`config.mk`:
```
export PLATFORM = sky130hd
export DESIGN_NAME = uart_apb_stream_ctrl_flat
export DESIGN_NICKNAME = d
export VERILOG_FILES = /design/src/rtl/uart_apb_stream_ctrl_if.sv /design/src/rtl/uart_apb_stream_ctrl.sv /design/src/flat_wrapper.sv
export SDC_FILE = /design/constraint.sdc
export NUM_CORES = 1
export LEC_CHECK = 0
export ABC_AREA = 1
export CAP_MARGIN = 20
export CORE_ASPECT_RATIO = 2
export CORE_MARGIN = 4
export CORE_UTILIZATION = 43
export DETAILED_ROUTE_END_ITERATION = 10
export PLACE_DENSITY = 0.72
export SYNTH_ARGS = -nofsm -noshare
export SYNTH_HDL_FRONTEND = slang
export SYNTH_SLANG_ARGS = --single-unit
```
`constraint.sdc`:
```
create_clock -name PCLK -period 1.5 [get_ports PCLK]
set_input_delay 0.3 -clock PCLK [delete_from_list [all_inputs] [get_ports PCLK]]
set_output_delay 0.3 -clock PCLK [all_outputs]
set_load 0.01 [all_outputs]
```
`src/rtl/uart_apb_stream_ctrl_if.sv`:
```
// APB master signals towards one CoreUARTapb plus the TX/RX byte streams
// facing fabric logic. The controller uses "master", the surroundings use "slave".
interface uart_apb_stream_ctrl_if;
   logic [4:0] PADDR;
   logic       PSEL;
   logic       PENABLE;
   logic       PWRITE;
   logic [7:0] PWDATA;
   logic [7:0] PRDATA;
   logic       PREADY;
   logic       PSLVERR;
   logic [7:0] TX_DATA;
   logic       TX_VALID;
   logic       TX_READY;
   logic [7:0] RX_DATA;
   logic       RX_VALID;
   logic       RX_READY;

   modport master (
      output PADDR, PSEL, PENABLE, PWRITE, PWDATA,
      input  PRDATA, PREADY, PSLVERR,
      input  TX_DATA, TX_VALID,
      output TX_READY,
      output RX_DATA, RX_VALID,
      input  RX_READY
   );

   modport slave (
      input  PADDR, PSEL, PENABLE, PWRITE, PWDATA,
      output PRDATA, PREADY, PSLVERR,
      output TX_DATA, TX_VALID,
      input  TX_READY,
      input  RX_DATA, RX_VALID,
      output RX_READY
   );
endinterface

```
`src/rtl/uart_apb_stream_ctrl.sv`:
```
// APB sequencer that configures a CoreUARTapb and bridges it to RX/TX byte streams.
// Define UART_CTRL_FRAC_EN to add the fractional-baud (ctrl3) configuration write.
module uart_apb_stream_ctrl #(
   parameter logic [12:0] BAUD_VAL   = 13'd1,
   parameter bit          BIT8       = 1'b1,
   parameter bit          PARITY_EN  = 1'b0,
   parameter bit          ODD_N_EVEN = 1'b0,
   parameter logic [2:0]  BAUD_FRAC  = 3'd0
) (
   input  logic                          PCLK,
   input  logic                          PRESET,
   uart_apb_stream_ctrl_if.master        bus,
   output logic                          CFG_DONE,
   output logic [3:0]                    ERR_STICKY,
   input  logic                          ERR_CLR
);

   localparam logic [4:0] ADDR_TX     = 5'h00;
   localparam logic [4:0] ADDR_RX     = 5'h04;
   localparam logic [4:0] ADDR_CTRL1  = 5'h08;
   localparam logic [4:0] ADDR_CTRL2  = 5'h0C;
   localparam logic [4:0] ADDR_STATUS = 5'h10;
`ifdef UART_CTRL_FRAC_EN
   localparam logic [4:0] ADDR_CTRL3  = 5'h14;
`endif

   typedef enum logic [2:0] {
      ST_CFG1,
      ST_CFG2,
`ifdef UART_CTRL_FRAC_EN
      ST_CFG3,
`endif
      ST_POLL,
      ST_RXRD,
      ST_TXWR
   } state_t;

   state_t     state_reg,    state_next;
   logic       psel_reg,     psel_next;
   logic       penable_reg,  penable_next;
   logic       pwrite_reg,   pwrite_next;
   logic [4:0] paddr_reg,    paddr_next;
   logic [7:0] pwdata_reg,   pwdata_next;
   logic       cfg_done_reg, cfg_done_next;
   logic [3:0] err_reg,      err_next;
   logic       tx_full_reg,  tx_full_next;
   logic [7:0] tx_hold_reg,  tx_hold_next;
   logic       rx_valid_reg, rx_valid_next;
   logic [7:0] rx_data_reg,  rx_data_next;

   logic       xfer_done;
   logic       tx_ready;
   logic       unused_bits;

   // Address, direction and write data of the transfer issued from state s.
   function automatic logic [13:0] req_of(input state_t s, input logic [7:0] txd);
      logic [13:0] r;
      r = {ADDR_STATUS, 1'b0, 8'h00};
      case (s)
         ST_CFG1: r = {ADDR_CTRL1, 1'b1, BAUD_VAL[7:0]};
         ST_CFG2: r = {ADDR_CTRL2, 1'b1, BAUD_VAL[12:8], ODD_N_EVEN, PARITY_EN, BIT8};
`ifdef UART_CTRL_FRAC_EN
         ST_CFG3: r = {ADDR_CTRL3, 1'b1, 5'b00000, BAUD_FRAC};
`endif
         ST_POLL: r = {ADDR_STATUS, 1'b0, 8'h00};
         ST_RXRD: r = {ADDR_RX, 1'b0, 8'h00};
         ST_TXWR: r = {ADDR_TX, 1'b1, txd};
         default: r = {ADDR_STATUS, 1'b0, 8'h00};
      endcase
      return r;
   endfunction

   assign xfer_done = psel_reg & penable_reg & bus.PREADY;
   assign tx_ready  = cfg_done_reg & ~tx_full_reg;

   always_comb begin
      state_next    = state_reg;
      psel_next     = psel_reg;
      penable_next  = penable_reg;
      pwrite_next   = pwrite_reg;
      paddr_next    = paddr_reg;
      pwdata_next   = pwdata_reg;
      cfg_done_next = cfg_done_reg;
      err_next      = err_reg;
      tx_full_next  = tx_full_reg;
      tx_hold_next  = tx_hold_reg;
      rx_valid_next = rx_valid_reg;
      rx_data_next  = rx_data_reg;

      if (tx_ready && bus.TX_VALID) begin
         tx_full_next = 1'b1;
         tx_hold_next = bus.TX_DATA;
      end
      if (rx_valid_reg && bus.RX_READY) begin
         rx_valid_next = 1'b0;
      end

      // Clear first so a coincident error set survives.
      if (ERR_CLR) begin
         err_next = 4'h0;
      end

      if (!psel_reg) begin
         // Only reached straight out of reset: open the first SETUP.
         psel_next    = 1'b1;
         penable_next = 1'b0;
         {paddr_next, pwrite_next, pwdata_next} = req_of(state_reg, tx_hold_reg);
      end else if (!penable_reg) begin
         penable_next = 1'b1;
      end else if (bus.PREADY) begin
         if (bus.PSLVERR) begin
            err_next[3] = 1'b1;
         end
         case (state_reg)
            ST_CFG1: state_next = ST_CFG2;
`ifdef UART_CTRL_FRAC_EN
            ST_CFG2: state_next = ST_CFG3;
            ST_CFG3: begin
               state_next    = ST_POLL;
               cfg_done_next = 1'b1;
            end
`else
            ST_CFG2: begin
               state_next    = ST_POLL;
               cfg_done_next = 1'b1;
            end
`endif
            ST_POLL: begin
               err_next[2:0] = err_next[2:0] | bus.PRDATA[4:2];
               // RX first so the UART receive buffer is drained before it overflows.
               if (bus.PRDATA[1] && !rx_valid_reg) begin
                  state_next = ST_RXRD;
               end else if (bus.PRDATA[0] && tx_full_reg) begin
                  state_next = ST_TXWR;
               end else begin
                  state_next = ST_POLL;
               end
            end
            ST_RXRD: begin
               rx_data_next  = bus.PRDATA;
               rx_valid_next = 1'b1;
               state_next    = ST_POLL;
            end
            ST_TXWR: begin
               tx_full_next = 1'b0;
               state_next   = ST_POLL;
            end
            default: state_next = ST_CFG1;
         endcase
         psel_next    = 1'b1;
         penable_next = 1'b0;
         {paddr_next, pwrite_next, pwdata_next} = req_of(state_next, tx_hold_reg);
      end
   end

   always_ff @(posedge PCLK) begin
      if (PRESET) begin
         state_reg    <= ST_CFG1;
         psel_reg     <= 1'b0;
         penable_reg  <= 1'b0;
         pwrite_reg   <= 1'b0;
         paddr_reg    <= 5'h00;
         pwdata_reg   <= 8'h00;
         cfg_done_reg <= 1'b0;
         err_reg      <= 4'h0;
         tx_full_reg  <= 1'b0;
         tx_hold_reg  <= 8'h00;
         rx_valid_reg <= 1'b0;
         rx_data_reg  <= 8'h00;
      end else begin
         state_reg    <= state_next;
         psel_reg     <= psel_next;
         penable_reg  <= penable_next;
         pwrite_reg   <= pwrite_next;
         paddr_reg    <= paddr_next;
         pwdata_reg   <= pwdata_next;
         cfg_done_reg <= cfg_done_next;
         err_reg      <= err_next;
         tx_full_reg  <= tx_full_next;
         tx_hold_reg  <= tx_hold_next;
         rx_valid_reg <= rx_valid_next;
         rx_data_reg  <= rx_data_next;
      end
   end

   assign bus.PSEL     = psel_reg;
   assign bus.PENABLE  = penable_reg;
   assign bus.PWRITE   = pwrite_reg;
   assign bus.PADDR    = paddr_reg;
   assign bus.PWDATA   = pwdata_reg;
   assign bus.TX_READY = tx_ready;
   assign bus.RX_DATA  = rx_data_reg;
   assign bus.RX_VALID = rx_valid_reg;
   assign CFG_DONE     = cfg_done_reg;
   assign ERR_STICKY   = err_reg;

   // Upper status bits carry nothing we act on; BAUD_FRAC only matters with ctrl3.
   assign unused_bits = ^{bus.PRDATA[7:5], BAUD_FRAC};

endmodule

```
`src/flat_wrapper.sv`:
```
// flat-port wrapper written by rule: the top's interface ports become plain ports
module uart_apb_stream_ctrl_flat 
#(
   parameter logic [12:0] BAUD_VAL   = 13'd1,
   parameter bit          BIT8       = 1'b1,
   parameter bit          PARITY_EN  = 1'b0,
   parameter bit          ODD_N_EVEN = 1'b0,
   parameter logic [2:0]  BAUD_FRAC  = 3'd0
)
  (PCLK, PRESET, CFG_DONE, ERR_STICKY, ERR_CLR, bus_PADDR, bus_PSEL, bus_PENABLE, bus_PWRITE, bus_PWDATA, bus_PRDATA, bus_PREADY, bus_PSLVERR, bus_TX_DATA, bus_TX_VALID, bus_TX_READY, bus_RX_DATA, bus_RX_VALID, bus_RX_READY);
  uart_apb_stream_ctrl_if bus_i ();
  input  logic PCLK;
  input  logic PRESET;
  output logic CFG_DONE;
  output logic [3:0] ERR_STICKY;
  input  logic ERR_CLR;
  output wire logic [$bits(bus_i.PADDR)-1:0] bus_PADDR;
  output wire logic [$bits(bus_i.PSEL)-1:0] bus_PSEL;
  output wire logic [$bits(bus_i.PENABLE)-1:0] bus_PENABLE;
  output wire logic [$bits(bus_i.PWRITE)-1:0] bus_PWRITE;
  output wire logic [$bits(bus_i.PWDATA)-1:0] bus_PWDATA;
  input wire logic [$bits(bus_i.PRDATA)-1:0] bus_PRDATA;
  input wire logic [$bits(bus_i.PREADY)-1:0] bus_PREADY;
  input wire logic [$bits(bus_i.PSLVERR)-1:0] bus_PSLVERR;
  input wire logic [$bits(bus_i.TX_DATA)-1:0] bus_TX_DATA;
  input wire logic [$bits(bus_i.TX_VALID)-1:0] bus_TX_VALID;
  output wire logic [$bits(bus_i.TX_READY)-1:0] bus_TX_READY;
  output wire logic [$bits(bus_i.RX_DATA)-1:0] bus_RX_DATA;
  output wire logic [$bits(bus_i.RX_VALID)-1:0] bus_RX_VALID;
  input wire logic [$bits(bus_i.RX_READY)-1:0] bus_RX_READY;
  assign bus_PADDR = bus_i.PADDR;
  assign bus_PSEL = bus_i.PSEL;
  assign bus_PENABLE = bus_i.PENABLE;
  assign bus_PWRITE = bus_i.PWRITE;
  assign bus_PWDATA = bus_i.PWDATA;
  assign bus_i.PRDATA = bus_PRDATA;
  assign bus_i.PREADY = bus_PREADY;
  assign bus_i.PSLVERR = bus_PSLVERR;
  assign bus_i.TX_DATA = bus_TX_DATA;
  assign bus_i.TX_VALID = bus_TX_VALID;
  assign bus_TX_READY = bus_i.TX_READY;
  assign bus_RX_DATA = bus_i.RX_DATA;
  assign bus_RX_VALID = bus_i.RX_VALID;
  assign bus_i.RX_READY = bus_RX_READY;
  uart_apb_stream_ctrl #(.BAUD_VAL(BAUD_VAL), .BIT8(BIT8), .PARITY_EN(PARITY_EN), .ODD_N_EVEN(ODD_N_EVEN), .BAUD_FRAC(BAUD_FRAC)) u_core (.PCLK(PCLK), .PRESET(PRESET), .bus(bus_i), .CFG_DONE(CFG_DONE), .ERR_STICKY(ERR_STICKY), .ERR_CLR(ERR_CLR));
endmodule
```
# Word-level counts from Yosys, hierarchy flattened
# Index checks and enable logic that the tools add are counted.
# Widths: inputs -> output; s select.
totals:
  ff_bits: 42
  input_bits: 23
  out_inout_bits: 31
  elab_cells: 74
op_classes:
  n_eq_ne: 9
  muxes: 36
  bitwise_logic: 4
  reduce_logical: 13
op_table:
  columns: ["cell", "n"]
  rows:
  - ["$pmux 14 s4", 2]
  - ["$mux 8", 3]
  - ["$mux 3", 6]
  - ["$mux 1", 17]
  - ["$mux 4", 4]
  - ["$mux 5", 3]
  - ["$eq 3x2->1 const B", 3]
  - ["$pmux 3 s3", 1]
  - ["$reduce_and 4->1", 2]
  - ["$eq 3x1->1 const B", 2]
  - ["$eq 3x3->1 const B", 2]
  - ["$logic_not 3->1", 2]
  - ["$logic_and 1x1->1", 4]
  - ["$ne 2x2->1 const B", 2]
  - ["$or 3x3->3", 1]
  - ["$reduce_and 3->1", 1]
  - ["$reduce_or 3->1", 1]
  - ["$not 1->1", 2]
  - ["$reduce_and 2->1", 1]
  - ["$reduce_or 2->1", 1]
  - ["$and 1x1->1", 1]
  - ["$logic_not 1->1", 1]

# Depth between registers and ports, before layout
logic_depth:
  word_depth: 12
  mapped_depth: 7
  depth_no_buf: 7

# Least setup slack after synthesis
# OpenSTA, ideal clock, no wires.
synth_path:
  path_kind: "register -> register"
  startpoint: "register u_core.cfg_done_reg (netlist: u_core.CFG_DONE)"
  endpoint: "register u_core.tx_hold_reg[0]"
  setup_time_ns: 0.124
  arrival_time_ns: 1.160
  required_ns: 1.376
  slack_ns: 0.217
  path_stages_with_launch: 6
  path_buffers: 0
  path_cell_list: "dfxtp_1 -> inv_1 -> nor2_2 -> nand2_1 -> o21ai_0 -> a21oi_1"
synth_via:
  elab_chain_len: 2
synth_lines:
  columns: ["item", "line", "rtl"]
  rows:
  - ["start: declaration", "uart_apb_stream_ctrl.sv:44", "logic cfg_done_reg, cfg_done_next;"]
  - ["start signal: assignment", "uart_apb_stream_ctrl.sv:177", "cfg_done_reg <= cfg_done_next;"]
  - ["$and 1x1->1", "uart_apb_stream_ctrl.sv:74", "assign tx_ready = cfg_done_reg & ~tx_full_reg;"]
  - ["net bus_TX_READY", "flat_wrapper.sv:27", "output wire logic [$bits(bus_i.TX_READY)-1:0] bus_TX_READY;"]
  - ["$logic_and 1x1->1", "uart_apb_stream_ctrl.sv:90", "if (tx_ready && bus.TX_VALID) begin"]
  - ["end signal: assignment", "uart_apb_stream_ctrl.sv:180", "tx_hold_reg <= tx_hold_next;"]
  - ["end: declaration", "uart_apb_stream_ctrl.sv:47", "logic [7:0] tx_hold_reg, tx_hold_next;"]
# The timed path passes the listed nets, and every way through them passes these cells.
# A chain may end at the register's enable or synchronous reset.

# Worst setup path in the final report
layout_path:
  startpoint: "register u_core.pwdata_reg[6] (netlist: u_core.bus.PWDATA[6])"
  endpoint: "output port bus_PWDATA[6]"
layout_lines:
  columns: ["item", "line", "rtl"]
  rows:
  - ["start: declaration", "uart_apb_stream_ctrl.sv:43", "logic [7:0] pwdata_reg, pwdata_next;"]
  - ["start signal: assignment", "uart_apb_stream_ctrl.sv:176", "pwdata_reg <= pwdata_next;"]
  - ["end: declaration", "flat_wrapper.sv:21", "output wire logic [$bits(bus_i.PWDATA)-1:0] bus_PWDATA;"]
# No word-level cell between the ends.

==> metrics.md <==
| Metric | Value |
|---|---|
| Mean Syn Cell Area | 7.760 um2 |
| Vias in the first global route | 1,579 |
| Max incr delay on CP | 0.54 ns |
| DRT antenna net count | 0 |
| Leakage power figure | 1.296 nW |
| Final Cycle Share | 98.55% |
| Pint | 0.001680 W |
| Area share of the largest cell type after synthesis | 48.45% |
| FF-to-FF End | u_core.bus.PWDATA[3] |
| Yosys reg bits | 40 |
| Cell variety after synth | 25 |
| Startpoint types | register |
| Fin util | 66.11% |
| Setup WS post-layout | 0.02177 ns |
| Detailed-route wire length per cell | 13.27 um |
| DR vias | 1,604 |
| CORE AREA | 3685 um2 |
| Initial DRC count | 44 |
| Unrepaired setup endpoints after global routing | false |
| Residual DRC | 0 |
| Max_cap viols | 0 |
| Top cells by area, synth | dfxtp_1 48%, nand2_1 12%, a21oi_1 6.4%, nor2_1 6.1%, nand3_1 4.8% |
| Post-synthesis sequential area ratio | 48.45% |
| Reg2reg start | u_core.state_reg[1] |
| Num ports | 54 |
| Die height | 95.68 um |
| Outcome | finished, final reports clean |
| CTS tree | built |
| Reg2reg path depth | 6 |
| Post-Syn Instances | 213 |
| Largest net degree at the start of global routing | 14 |
| Full die area | 4960 um2 |
| N_diodes | 0 |
| CP Class | register to output port |
| Synth area leader | dfxtp_1 |
| Worst EP arrival | 1.18 ns |
| CTS Root Cell | clkbuf_8 |
| Fmax | 676.5 MHz |
| Post-Syn Area | 1653 um2 |
| Final hold viol count | 0 |
| Tmin final | 1.478 ns |
| Max-slew violation count | 0 |
| Total wire length | 4.365 mm |
| Critical path buffers and inverters | 1 |
| VDD IR max | 0.0008464 V |
| H-tree levels | 2 |
| Hold Path End | u_core.bus.PWDATA[4] |
| CP max-delay cell | clkdlybuf4s50_1 |
| Sw Share | 22.95% |
| Initial antenna violation count | 0 |
| Port Buf Inserts | 51 |
| Endpoints failing setup | 0 |
| Clock tree sinks | 40 |
| Reg2reg setup slack | 0.18 ns |
| Ratio of cells with drive above 1 in the final layout | 13.57% |
| Worst path cell trace | clkdlybuf4s50_1 |
| Total power divided by cell area | 894.8 nW/um2 |
| Global-route usage over all layers | 18.88% |
| HP Class | register to register |
| NetSw | 0.0005002 W |
| Synth warn | 0 |
| Logic pwr share | 9.9% |
| Clock network fraction of design power | 40.3% |
| Max FO, Critical Path | 2 |
| Area Overhead vs Synth | 47.39% |
| Worst slack, placed | -0.09110 ns |
| Post-DP HPWL | 3.322 mm |
| Hold Path Origin | u_core.bus.PWDATA[4] |
| Final nets | 302 |
| CTS Buf Count | 5 |
| Skew final | 0.007567 ns |
| Starting density of the core | 44.86% |
| Routed vias/inst | 4.875 |
| Sequential power share | 49.7% |
| Crit path required time | 1.20 ns |
| Critical path endpoint category | output port |
| FP Rows | 31 |
| Clock Latency Late Sink | 0.30 ns |
| CTS Buffer Depth | 2 |
| Chip Width | 51.84 um |
| Clock Pin Slew Worst Setup and Hold Paths | 0.08 ns |
| Worst hold stages | 2 |
| TritonRoute pass-1 iters | 4 |
| GP Congestion | 0.9106 |
| CP top delay family | buffers and inverters |
| First-pass GRT wire length | 6.913 mm |
| Grt ovf | 0 |
-- power by group through the flow --
stage	registers [W]	clock network [W]	logic [W]
floorplan	0.00112	0	0.0000901
global placement	0.00111	0	0.000218
detailed placement	0.00111	0	0.000218
CTS	0.00108	0.000889	0.000219
global route	0.00109	0.000931	0.000237
finish	0.00108	0.000879	0.000217
-- placed cells by master (no fill, tap or decap) --
cell type        instances
clkbuf_8                 5
a31oi_1                  2
nand2_1                 51
clkdlybuf4s50_1         28
o21ai_4                  1
nand3_4                  1
buf_4                   15
clkinv_2                 1
nand3_1                 16
nor2_8                   1
o21ai_0                 14
nor2_2                   4
conb_1                   2
dfxtp_2                  1
bufinv_16                1
inv_2                    2
dlygate4sd2_1            3
nor3_2                   1
a21oi_1                 21
nor2_1                  27
dlymetal6s2s_1          20
dfxtp_1                 39
clkbuf_1                 1
nand4_1                  8
clkinv_4                 1
inv_4                    1
nor2_4                   2
nand2_2                  1
inv_1                   10
-- synth_stat cells (all sizes together) --
| library cell | instances |
|---|---|
| conb | 1 |
| buf | 5 |
| o21ai | 15 |
| dfxtp | 40 |
| clkinv | 1 |
| nor2 | 34 |
| nand4 | 8 |
| nand2 | 52 |
| a21oi | 21 |
| inv | 13 |
| clkbuf | 3 |
| nor3 | 1 |
| nand3 | 17 |
| a31oi | 2 |
-- kinds of logic after synthesis --
family,Yosys count,synth area share (%)
buf+inv,22,7.268
compound gates,38,12.34
flops,40,48.45
other cells,1,0.2269
simple gates,112,31.72
-- layer usage --
| layer | vias to the layer above | global-route usage, % | wire length (um) |
|---|---|---|---|
| li1 | 823 | - | - |
| met4 | 0 | 11.82 | 147 |
| met3 | 12 | 4.382 | 186 |
| met5 | - | 0 | 0 |
| met2 | 40 | 34.87 | 2399 |
| met1 | 729 | 17.77 | 1631 |
-- layout make-up --
type	instances	area, um2
clock inverter	2	35.03
inverter	14	60.06
clock buffer	6	72.57
tap	49	61.31
sequential	40	802.0
multi-input combinational	152	735.7
fill	338	1249
timing repair buffer	66	669.4
-- worst max-delay path by stage --
stage                          startpoint               endpoint  slack (ns)  depth (start not counted)
floorplan                 u_core.CFG_DONE  u_core.tx_hold_reg[0]        0.22                          5
global placement               bus_PREADY  u_core.bus.RX_DATA[3]       -0.07                          6
detailed placement             bus_PREADY  u_core.bus.RX_DATA[7]       -0.09                          6
CTS                 u_core.bus.RX_DATA[4]         bus_RX_DATA[4]       0.005                          1
global route            u_core.bus.PWRITE             bus_PWRITE       0.002                          1
finish               u_core.bus.PWDATA[6]          bus_PWDATA[6]        0.02                          1
-- metrics by stage --
step | setup TNS [ns] | area [um2] | hold slack, ns | power [W] | std cells
after floorplan | 0 | 1657 | 0.3887 | 0.001207 | 214
after global placement | -0.8447 | 2281 | 0.4372 | 0.001327 | 321
after detailed placement | -1.234 | 2281 | 0.4448 | 0.001328 | 321
after CTS | 0 | 2385 | 0.4576 | 0.002193 | 329
after global routing | 0 | 2436 | 0.4756 | 0.002255 | 329
final | 0 | 2436 | 0.4545 | 0.002180 | 329
-- timing repair --
item | in CTS | in global routing
hold buffers | 0 | 0
endpoints found under the setup margin | 3 | 21
gates cloned | 0 | 0
gates resized for setup | 3 | 21
setup buffers | 0 | 0
No activity file was read; power rests on OpenSTA's default activity.
